[src/rtl/store_buffer_fwd.sv]
// Coalescing store buffer: circular FIFO of committed stores, merge into the
// youngest waiting entry, one-at-a-time drain to memory, byte-granular
// store-to-load forwarding with partial-overlap stall.
module store_buffer_fwd #(
    parameter int unsigned DEPTH  = 8,
    parameter int unsigned ADDR_W = 32,
    parameter int unsigned DATA_W = 32
) (
    input  logic                       clk,
    input  logic                       rst,
    input  logic                       st_valid,
    output logic                       st_ready,
    input  logic [ADDR_W-1:0]          st_addr,
    input  logic [DATA_W-1:0]          st_wdata,
    input  logic [DATA_W/8-1:0]        st_wmask,
    input  logic                       ld_valid,
    input  logic [ADDR_W-1:0]          ld_addr,
    input  logic [DATA_W/8-1:0]        ld_rmask,
    output logic                       ld_fwd_hit,
    output logic [DATA_W-1:0]          ld_fwd_data,
    output logic                       ld_fwd_stall,
    input  logic                       mem_grant,
    output logic [ADDR_W-1:0]          dmem_addr,
    output logic [DATA_W/8-1:0]        dmem_wmask,
    output logic [DATA_W-1:0]          dmem_wdata,
    output logic [DATA_W/8-1:0]        dmem_rmask,
    input  logic                       dmem_resp,
    output logic                       sb_full,
    output logic                       sb_empty,
    output logic [$clog2(DEPTH):0]     sb_count
);

    localparam int unsigned M  = DATA_W / 8;
    localparam int unsigned O  = $clog2(M);
    localparam int unsigned PW = $clog2(DEPTH);
    localparam int unsigned WA = ADDR_W - O;
    localparam logic [PW:0] FullCnt = (PW+1)'(DEPTH);

    typedef enum logic [0:0] {StIdle, StReq} state_e;

    state_e            state_q, state_d;
    logic [DEPTH-1:0]  valid_q;
    logic [WA-1:0]     waddr_q [DEPTH];
    logic [DATA_W-1:0] data_q  [DEPTH];
    logic [M-1:0]      mask_q  [DEPTH];
    logic [PW-1:0]     head_q, tail_q;
    logic [PW:0]       count_q, count_d;
    logic [ADDR_W-1:0] dmem_addr_q;
    logic [M-1:0]      dmem_wmask_q;
    logic [DATA_W-1:0] dmem_wdata_q;

    logic [PW-1:0]     youngest;
    logic [WA-1:0]     st_word, ld_word;
    logic              merge_ok, st_acc, push, do_merge, pop, latch;
    logic [DATA_W-1:0] merged_data, head_data;
    logic [M-1:0]      merged_mask, head_mask;
    logic [M-1:0]      covered;
    logic [DATA_W-1:0] fwd_raw;
    logic [PW-1:0]     idx;
    logic              st_overlap;
    logic              unused_low_bits;

    assign unused_low_bits = ^{st_addr[O-1:0], ld_addr[O-1:0]};

    assign sb_full    = (count_q == FullCnt);
    assign sb_empty   = (count_q == '0);
    assign sb_count   = count_q;
    assign st_ready   = ~sb_full;
    assign dmem_addr  = dmem_addr_q;
    assign dmem_wdata = dmem_wdata_q;
    assign dmem_wmask = (state_q == StReq) ? dmem_wmask_q : '0;
    assign dmem_rmask = '0;

    // Store acceptance: merge into youngest entry unless it is the in-flight head.
    always_comb begin
        youngest = tail_q - PW'(1);
        st_word  = st_addr[ADDR_W-1:O];
        merge_ok = !sb_empty && valid_q[youngest] && (waddr_q[youngest] == st_word) &&
                   !((state_q == StReq) && (youngest == head_q));
        st_acc   = st_valid && st_ready;
        push     = st_acc && !merge_ok;
        do_merge = st_acc && merge_ok;
        pop      = (state_q == StReq) && dmem_resp;
        count_d  = count_q + {{PW{1'b0}}, push} - {{PW{1'b0}}, pop};
        for (int b = 0; b < M; b++) begin
            merged_data[8*b +: 8] = st_wmask[b] ? st_wdata[8*b +: 8] : data_q[youngest][8*b +: 8];
        end
        merged_mask = mask_q[youngest] | st_wmask;
        // A merge into the head in the latch cycle must reach memory too.
        if (do_merge && (youngest == head_q)) begin
            head_data = merged_data;
            head_mask = merged_mask;
        end else begin
            head_data = data_q[head_q];
            head_mask = mask_q[head_q];
        end
    end

    // Entry array, pointers and occupancy.
    always_ff @(posedge clk) begin
        if (rst) begin
            valid_q <= '0;
            head_q  <= '0;
            tail_q  <= '0;
            count_q <= '0;
            for (int i = 0; i < DEPTH; i++) begin
                waddr_q[i] <= '0;
                data_q[i]  <= '0;
                mask_q[i]  <= '0;
            end
        end else begin
            if (do_merge) begin
                data_q[youngest] <= merged_data;
                mask_q[youngest] <= merged_mask;
            end
            if (push) begin
                valid_q[tail_q] <= 1'b1;
                waddr_q[tail_q] <= st_word;
                data_q[tail_q]  <= st_wdata;
                mask_q[tail_q]  <= st_wmask;
                tail_q          <= tail_q + PW'(1);
            end
            if (pop) begin
                valid_q[head_q] <= 1'b0;
                head_q          <= head_q + PW'(1);
            end
            count_q <= count_d;
        end
    end

    // Drain FSM next state.
    always_comb begin
        state_d = state_q;
        latch   = 1'b0;
        unique case (state_q)
            StIdle: begin
                if (!sb_empty && mem_grant) begin
                    state_d = StReq;
                    latch   = 1'b1;
                end
            end
            StReq: begin
                if (dmem_resp) state_d = StIdle;
            end
            default: state_d = StIdle;
        endcase
    end

    // Drain state and held memory request.
    always_ff @(posedge clk) begin
        if (rst) begin
            state_q      <= StIdle;
            dmem_addr_q  <= '0;
            dmem_wmask_q <= '0;
            dmem_wdata_q <= '0;
        end else begin
            state_q <= state_d;
            if (latch) begin
                dmem_addr_q  <= ADDR_W'(waddr_q[head_q]) << O;
                dmem_wmask_q <= head_mask;
                dmem_wdata_q <= head_data;
            end
        end
    end

    // Forwarding: walk oldest to youngest so younger matches override per lane.
    always_comb begin
        ld_word = ld_addr[ADDR_W-1:O];
        covered = '0;
        fwd_raw = '0;
        idx     = head_q;
        for (int i = 0; i < DEPTH; i++) begin
            idx = head_q + PW'(i);
            if (valid_q[idx] && (waddr_q[idx] == ld_word)) begin
                for (int b = 0; b < M; b++) begin
                    if (mask_q[idx][b]) begin
                        covered[b]        = 1'b1;
                        fwd_raw[8*b +: 8] = data_q[idx][8*b +: 8];
                    end
                end
            end
        end
        covered    = covered & ld_rmask;
        st_overlap = st_valid && (st_word == ld_word) && ((st_wmask & ld_rmask) != '0);
        ld_fwd_stall = ld_valid && (((covered != '0) && (covered != ld_rmask)) || st_overlap);
        ld_fwd_hit   = ld_valid && !ld_fwd_stall && (ld_rmask != '0) && (covered == ld_rmask);
        for (int b = 0; b < M; b++) begin
            ld_fwd_data[8*b +: 8] = (ld_valid && ld_rmask[b]) ? fwd_raw[8*b +: 8] : 8'h00;
        end
    end

endmodule

[config.mk]
export PLATFORM = sky130hd
export DESIGN_NAME = store_buffer_fwd
export DESIGN_NICKNAME = d
export VERILOG_FILES = /design/src/rtl/store_buffer_fwd.sv
export SDC_FILE = /design/constraint.sdc
export NUM_CORES = 2
export LEC_CHECK = 0
export ABC_CLOCK_PERIOD_IN_PS = 11800
export CAP_MARGIN = 15
export CORE_MARGIN = 2
export CORE_UTILIZATION = 50
export CTS_CLUSTER_DIAMETER = 50
export DETAILED_ROUTE_END_ITERATION = 7
export PLACE_DENSITY = 0.72
export SYNTH_ARGS = -nofsm -noshare
export SYNTH_HDL_FRONTEND = slang
export SYNTH_SLANG_ARGS = --single-unit
[constraint.sdc]
create_clock -name clk -period 11.8 [get_ports clk]
set_input_delay 2.36 -clock clk [delete_from_list [all_inputs] [get_ports clk]]
set_output_delay 2.36 -clock clk [all_outputs]
set_load 0.02 [all_outputs]
* Yosys cells after proc, flatten, opt, wreduce, memory -nomap -nowiden
Memories as Yosys holds them, arrays and structs flattened. A register that Yosys moved wholly into a read port is not among the register bits.
Cells that the tools add are included.
** Operators by class
- Mux-type cells :: 149
- Add/sub/neg operators :: 11
- Equality and inequality tests :: 14
- Bitwise gates (word level) :: 8
- Order comparisons :: 12
- Reduce and logical (&&, ||, !) cells :: 45
** Operator list (number)
- 2-to-1 mux 32 bit :: 11
- 2-to-1 mux 8 bit :: 43
- == test 30 bit :: 10
- OR reduction 32 bit :: 2
- 2-to-1 mux 1 bit :: 59
- 2-to-1 mux 4 bit :: 12
- less-than comparator 3 x 4 -> 1 bit, second input constant :: 10
- 2-to-1 mux 3 bit :: 11
- logical AND 1 bit :: 31
- 2-to-1 mux 30 bit :: 1
- OR reduction 30 bit :: 1
- binary-select mux 1 bit (select 3 bit) :: 9
- adder 3 bit, second input constant :: 4
- nonzero test 4 bit :: 3
- AND 4 bit :: 2
- AND 8 bit :: 1
- NOT 8 bit :: 1
- OR 8 bit :: 1
- OR reduction 4 bit :: 2
- adder 3 x 1 -> 3 bit, second input constant :: 2
- adder 3 x 2 -> 3 bit, second input constant :: 2
- demux 1 bit (select 3 bit) :: 2
- >= comparator 3 x 1 -> 1 bit, second input constant :: 2
- adder 4 x 1 -> 4 bit :: 1
- 12 further kinds :: 16
** Storage, ports and cells
- Output and inout bits :: 113
- Bits in registers :: 85
- Input bits :: 110
- Logic and storage cells :: 250
- Memories kept :: 3
- Bits in writable memories :: 528
** Memories
- data_q :: words 8, width 32, rd ports 9, clocked after memory_dff 1, write ports 8, RTL line 44 : logic [DATA_W-1:0] data_q [DEPTH];
- waddr_q :: words 8, width 30, rd ports 9, clocked after memory_dff 1, write ports 8, RTL line 43 : logic [WA-1:0] waddr_q [DEPTH];
- mask_q :: words 8, width 4, rd ports 9, clocked after memory_dff 1, write ports 8, RTL line 45 : logic [M-1:0] mask_q [DEPTH];

* Logic depth before layout (Yosys ltp)
- Depth in word-level cells :: 27
- Gate-level depth with buffers :: 27
- Mapped depth without buffers :: 17

* Worst setup path before layout
Ideal clock, no wire load.
- Path type :: register to output
- Start :: register head_q[2]
- End :: output port ld_fwd_hit
- Path buffers :: 7
- Slack :: 3.925 ns
- Arrival :: 5.515 ns
- Required time :: 9.440 ns
- Cell stages (with the launch flop) :: 21
- Cell sequence :: dfxtp_1 buf_2 inv_2 buf_1 buf_1 buf_1 ha_1 buf_2 buf_2 mux4_2 mux2i_1 xor2_1 nand4_1 nor4_1 nand4_1 or4_1 buf_1 and3_1 nand4_1 o22ai_1 nor3_1
** On the way
- Word-level cells in the longest chain between the ends :: 27
- Elaborated cells on any way between the ends :: 87
- Classes of those cells :: add/sub (7); eq/ne (9); mux (52); bitwise (1); reduce/logical (16); memory (2)
** Ends and longest elaborated chain
- start, declared :: RTL line 46 : logic [PW-1:0] head_q, tail_q;
- start signal, assigned :: RTL line 125 : head_q <= head_q + PW'(1);
- branches (longest 17 deep; another with memory read (8 x 30 bit))
- 2-to-1 mux 4 bit * :: RTL line 174 : if (valid_q[idx] && (waddr_q[idx] == ld_word)) begin
- AND 4 bit * :: RTL line 183 : covered = covered & ld_rmask;
- != test 4 bit or nonzero test 4 bit (tied branches) :: RTL line 185 : ld_fwd_stall = ld_valid && (((covered != '0) && (covered != ld_rmask)) || st_overlap);
- logical AND 1 bit :: RTL line 185
- logical OR 1 bit :: RTL line 185
- logical AND 1 bit :: RTL line 185
- logical NOT 1 bit :: RTL line 186 : ld_fwd_hit = ld_valid && !ld_fwd_stall && (ld_rmask != '0) && (covered == ld_rmask);
- logical AND 1 bit (2 in series) :: RTL line 186
- logical AND 1 bit * :: RTL line 186
- end, declared :: RTL line 19 : output logic ld_fwd_hit,
Mark *: on every way between the ends. The select of a mux whose other input is x is not followed.

* Final worst setup path
- Start :: register head_q[1]
- End :: output port ld_fwd_data[24]
** On the way
- Word-level cells in the longest chain between the ends :: 19
- Elaborated cells on any way between the ends :: 57
- Classes of those cells :: add/sub (7); eq/ne (7); mux (32); reduce/logical (8); memory (3)
** Ends and longest elaborated chain
- branches (longest 17 deep; another with memory read (8 x 30 bit))
- 2-to-1 mux 32 bit * :: RTL line 174
- 2-to-1 mux 8 bit * :: RTL line 188 : ld_fwd_data[8*b +: 8] = (ld_valid && ld_rmask[b]) ? fwd_raw[8*b +: 8] : 8'h00;
- end, declared :: RTL line 20 : output logic [DATA_W-1:0] ld_fwd_data,
Marked as above.

==> metrics.md <==
| Metric | Value |
|---|---|
| Routed length per placed instance | `37.0 um` |
| Die W | `346 um` |
| Largest fanout on the critical path | `44` |
| DRT antenna net count | `0` |
| Root Driver | `clkbuf_16` |
| Final weighted congestion in routability-driven placement | `1.11` |
| VDD IR-drop max | `0.000190 V` |
| First-pass GRT wire length | `353,000 um` |
| GRT overflow | `0` |
| Initial antenna violation count | `21` |
| # rows | `125` |
| Unrepaired setup endpoints after global routing | `false` |
| Cell area after layout | `64,800 um^2` |
| Status | `finished, final reports clean` |
| Hold Path Class | `flop to flop` |
| Syn. warnings | `0` |
| Top_reg_cell synth | `edfxtp_1` |
| Final period util | `0.962` |
| Rel. slew slack | `0.112` |
| Arr. time, crit path | `8.99 ns` |
| Setup WS pre-CTS | `1.25 ns` |
| GRT Util Overall | `0.412` |
| Crit-path leading delay family | `compound AO/OA/AOI/OAI gates` |
| # DRC | `0` |
| Core area | `116,000 um^2` |
| Post-DP HPWL | `171,000 um` |
| Buffers & Inverters on Critical Path | `3` |
| Most common cell after layout, fill and taps aside | `mux4_2` |
| Register area share after synthesis | `0.302` |
| Post-CTS setup buffer count | `0` |
| Post-Route Utilization | `0.559` |
| Post-synth top area share | `0.297` |
| Final wirelength | `251,000 um` |
| Most frequent cells in the layout | `mux4_2, nand2_1, nor2_1` |
| Vias/cell | `7.57` |
| Avg Cell Area, Syn | `11.3 um^2` |
| Largest net degree at the start of global routing | `139` |
| CP cell instances | `inv_1 -> ha_4 -> buf_4 -> mux4_2 -> xnor2_1 -> nand4_1 -> o31ai_1 -> nand4_1 -> a2111oi_0 -> and4b_1 -> nand4_1 -> a21oi_1 -> a21oi_1 -> o21ai_0 -> clkdlybuf4s50_1` |
| TritonCTS clock tree | `yes` |
| Multi-input gate area | `38,600 um^2` |
| Max stage delay cell, worst path | `ha_4` |
| H-tree depth | `3` |
| Die height | `346 um` |
| CP startpoint kind | `flop` |
| DRT Pass-1 Iters | `8` |
| Area grow syn2layout | `11.0%` |
| Setup tns final | `0 ns` |
| # IOs | `223` |
| Minimum hold slack | `0.461 ns` |
| Largest cells by area after synthesis | `mux4_2, edfxtp_1, mux2i_1` |
| Post-synth top area cell | `mux4_2` |
| Clock slew at reported path FFs | `0.06 ns` |
| EDFF count, synth | `528` |
| Min Tclk post-route | `11.35 ns` |
| Number of global-route vias before repair | `48,100` |
| TritonCTS sink count | `616` |
| Slowest stage delay, CP | `0.98 ns` |
| Critical path required time | `9.44 ns` |
| Final #Nets | `5,285` |
| Post-DP Area | `61,800 um^2` |
| Setup WS post-layout | `0.453 ns` |
| Post_cts resized | `0` |
| Fraction of layout cells with a size suffix above 1 | `0.242` |
| Critical Path Most Common Cell | `nand4_1` |
| Max cap viols | `0` |
| Final hold violation count | `0` |
| Post-synthesis cell type count | `85` |
| Final setup viols | `0` |
| Die area | `120,000 um^2` |
| Post-Syn Area | `58,400 um^2` |
| Register area | `17,600 um^2` |
| Clk_lat worst skew | `0.75 ns` |
| WS Path Type | `flop to output port` |
| Fill count | `9,614` |
| Skew final | `0.0584 ns` |
| Worst-Margin Slew | `1.32 ns` |
| Slew Limit Fails | `0` |
| Initial Util | `0.503` |
| Power Density | `154 nW/um^2` |
| Seq cells post-synth | `616` |
| Leak pwr | `21.5 nW` |
| Async SR Flop Fraction | `0` |
| CP Capture Type | `output port` |
| F_max | `0.0881 GHz` |
| Buffers added on ports | `212` |
| Hold Buf Count CTS | `0` |
| Clock buffer depth | `3` |
| CTS Buf Count | `85` |
| Vias | `51,200` |
| Initial DRC Count | `9,004` |
| Synthesized instance count | `5,191` |
==> worst paths after layout <==
kind,slack [ns],end,from,cells past startpoint
setup / recovery,0.45,ld_fwd_data[24],head_q[1],15
hold / removal,0.46,dmem_addr[26],dmem_addr[26],2
setup reg to reg,3.90,dmem_wmask_q[1],tail_q[0],16
hold reg to reg,0.46,dmem_addr[26],dmem_addr[26],2
==> state kept, by name, summed over array words and instances (netlist names), named ones only <==
| signal | count |
|---|---|
| tail_q | 3 |
| waddr_q | 240 |
| dmem_addr | 30 |
| data_q | 256 |
| sb_count | 4 |
| head_q | 3 |
| dmem_wmask_q | 4 |
| state_q | 1 |
| valid_q | 8 |
| mask_q | 32 |
| dmem_wdata | 32 |
==> worst register-to-register path: stages, from the launching register on <==
cell and delay (ns):
dfxtp_4 0.75, inv_1 0.22, ha_4 0.84, buf_4 0.58, mux4_2 0.42, mux2i_1 0.17, xnor2_1 0.12, nor4_1 0.99
nand4_1 0.44, nor4_2 0.29, buf_4 0.25, and3b_2 0.92, buf_4 0.60, mux2i_1 0.87, nor2_1 0.11, a21oi_1 0.15
nor2_1 0.05
==> synthesized netlist by cell type, drive strengths merged (5+ instances only) <==
| master | count |
|---|---|
| or3 | 11 |
| ha | 14 |
| mux2 | 103 |
| nor3 | 58 |
| clkinv | 12 |
| a2111oi | 15 |
| nand4 | 51 |
| and3 | 5 |
| nor4 | 44 |
| o21ai | 127 |
| or2 | 10 |
| nand3 | 61 |
| o221ai | 5 |
| edfxtp | 528 |
| a211oi | 43 |
| mux4 | 770 |
| a22o | 25 |
| buf | 280 |
| o22a | 5 |
| o31ai | 6 |
| mux2i | 501 |
| nor2b | 26 |
| nand2 | 592 |
| inv | 44 |
| dfxtp | 88 |
| xnor2 | 224 |
| a221oi | 72 |
| a31oi | 10 |
| o211ai | 6 |
| a22oi | 70 |
| and2 | 270 |
| o22ai | 31 |
| or4 | 8 |
| a32oi | 9 |
| xor2 | 40 |
| a21oi | 142 |
| a21o | 6 |
| clkbuf | 216 |
| o2bb2ai | 6 |
| nor2 | 539 |
| nand2b | 35 |
| nand3b | 7 |
| o21bai | 20 |
==> through the flow <==
stage | instances | total power [mW]
detailed placement | 6596 | 7.13
global placement | 6595 | 7.06
finish | 6767 | 9.97
floorplan | 5196 | 5.67
global route | 6758 | 10.2
CTS | 6755 | 9.84
==> layout make-up <==
type | count | area share
multi-input combinational | 4028 | 0.595
sequential | 616 | 0.272
timing repair buffer | 373 | 0.0530
clock buffer | 102 | 0.0354
tap | 1524 | 0.0294
clock inverter | 57 | 0.0109
inverter | 56 | 0.00330
antenna | 11 | 0.000425
==> routing by layer <==
layer | global-route usage | share of wire | up-vias
met5 | 0.00280 | 0.00054 | -
met4 | 0.212 | 0.062 | 22
met3 | 0.142 | 0.16 | 927
met2 | 0.601 | 0.43 | 4859
met1 | 0.544 | 0.35 | 25300
li1 | - | - | 20100
==> kinds of logic after synthesis <==
logic type	Yosys count	share of synthesized area
and+or+nand+nor	1731	0.136
muxes	1374	0.403
AOI/OAI and AO/OA	638	0.0741
DFF	616	0.302
buffers and inverters	552	0.0425
xor gates and xnor gates	264	0.0398
adders and majority gates	15	0.00334
other	1	0.0000642
==> report_power, final <==
group	leakage (nW)	internal [mW]	switching, mW
registers	6.20	2.61	0.327
clock network	1.45	1.60	1.12
logic	13.9	1.76	2.55
total	21.5	5.97	4.00
(Power assumes the default switching activity.)
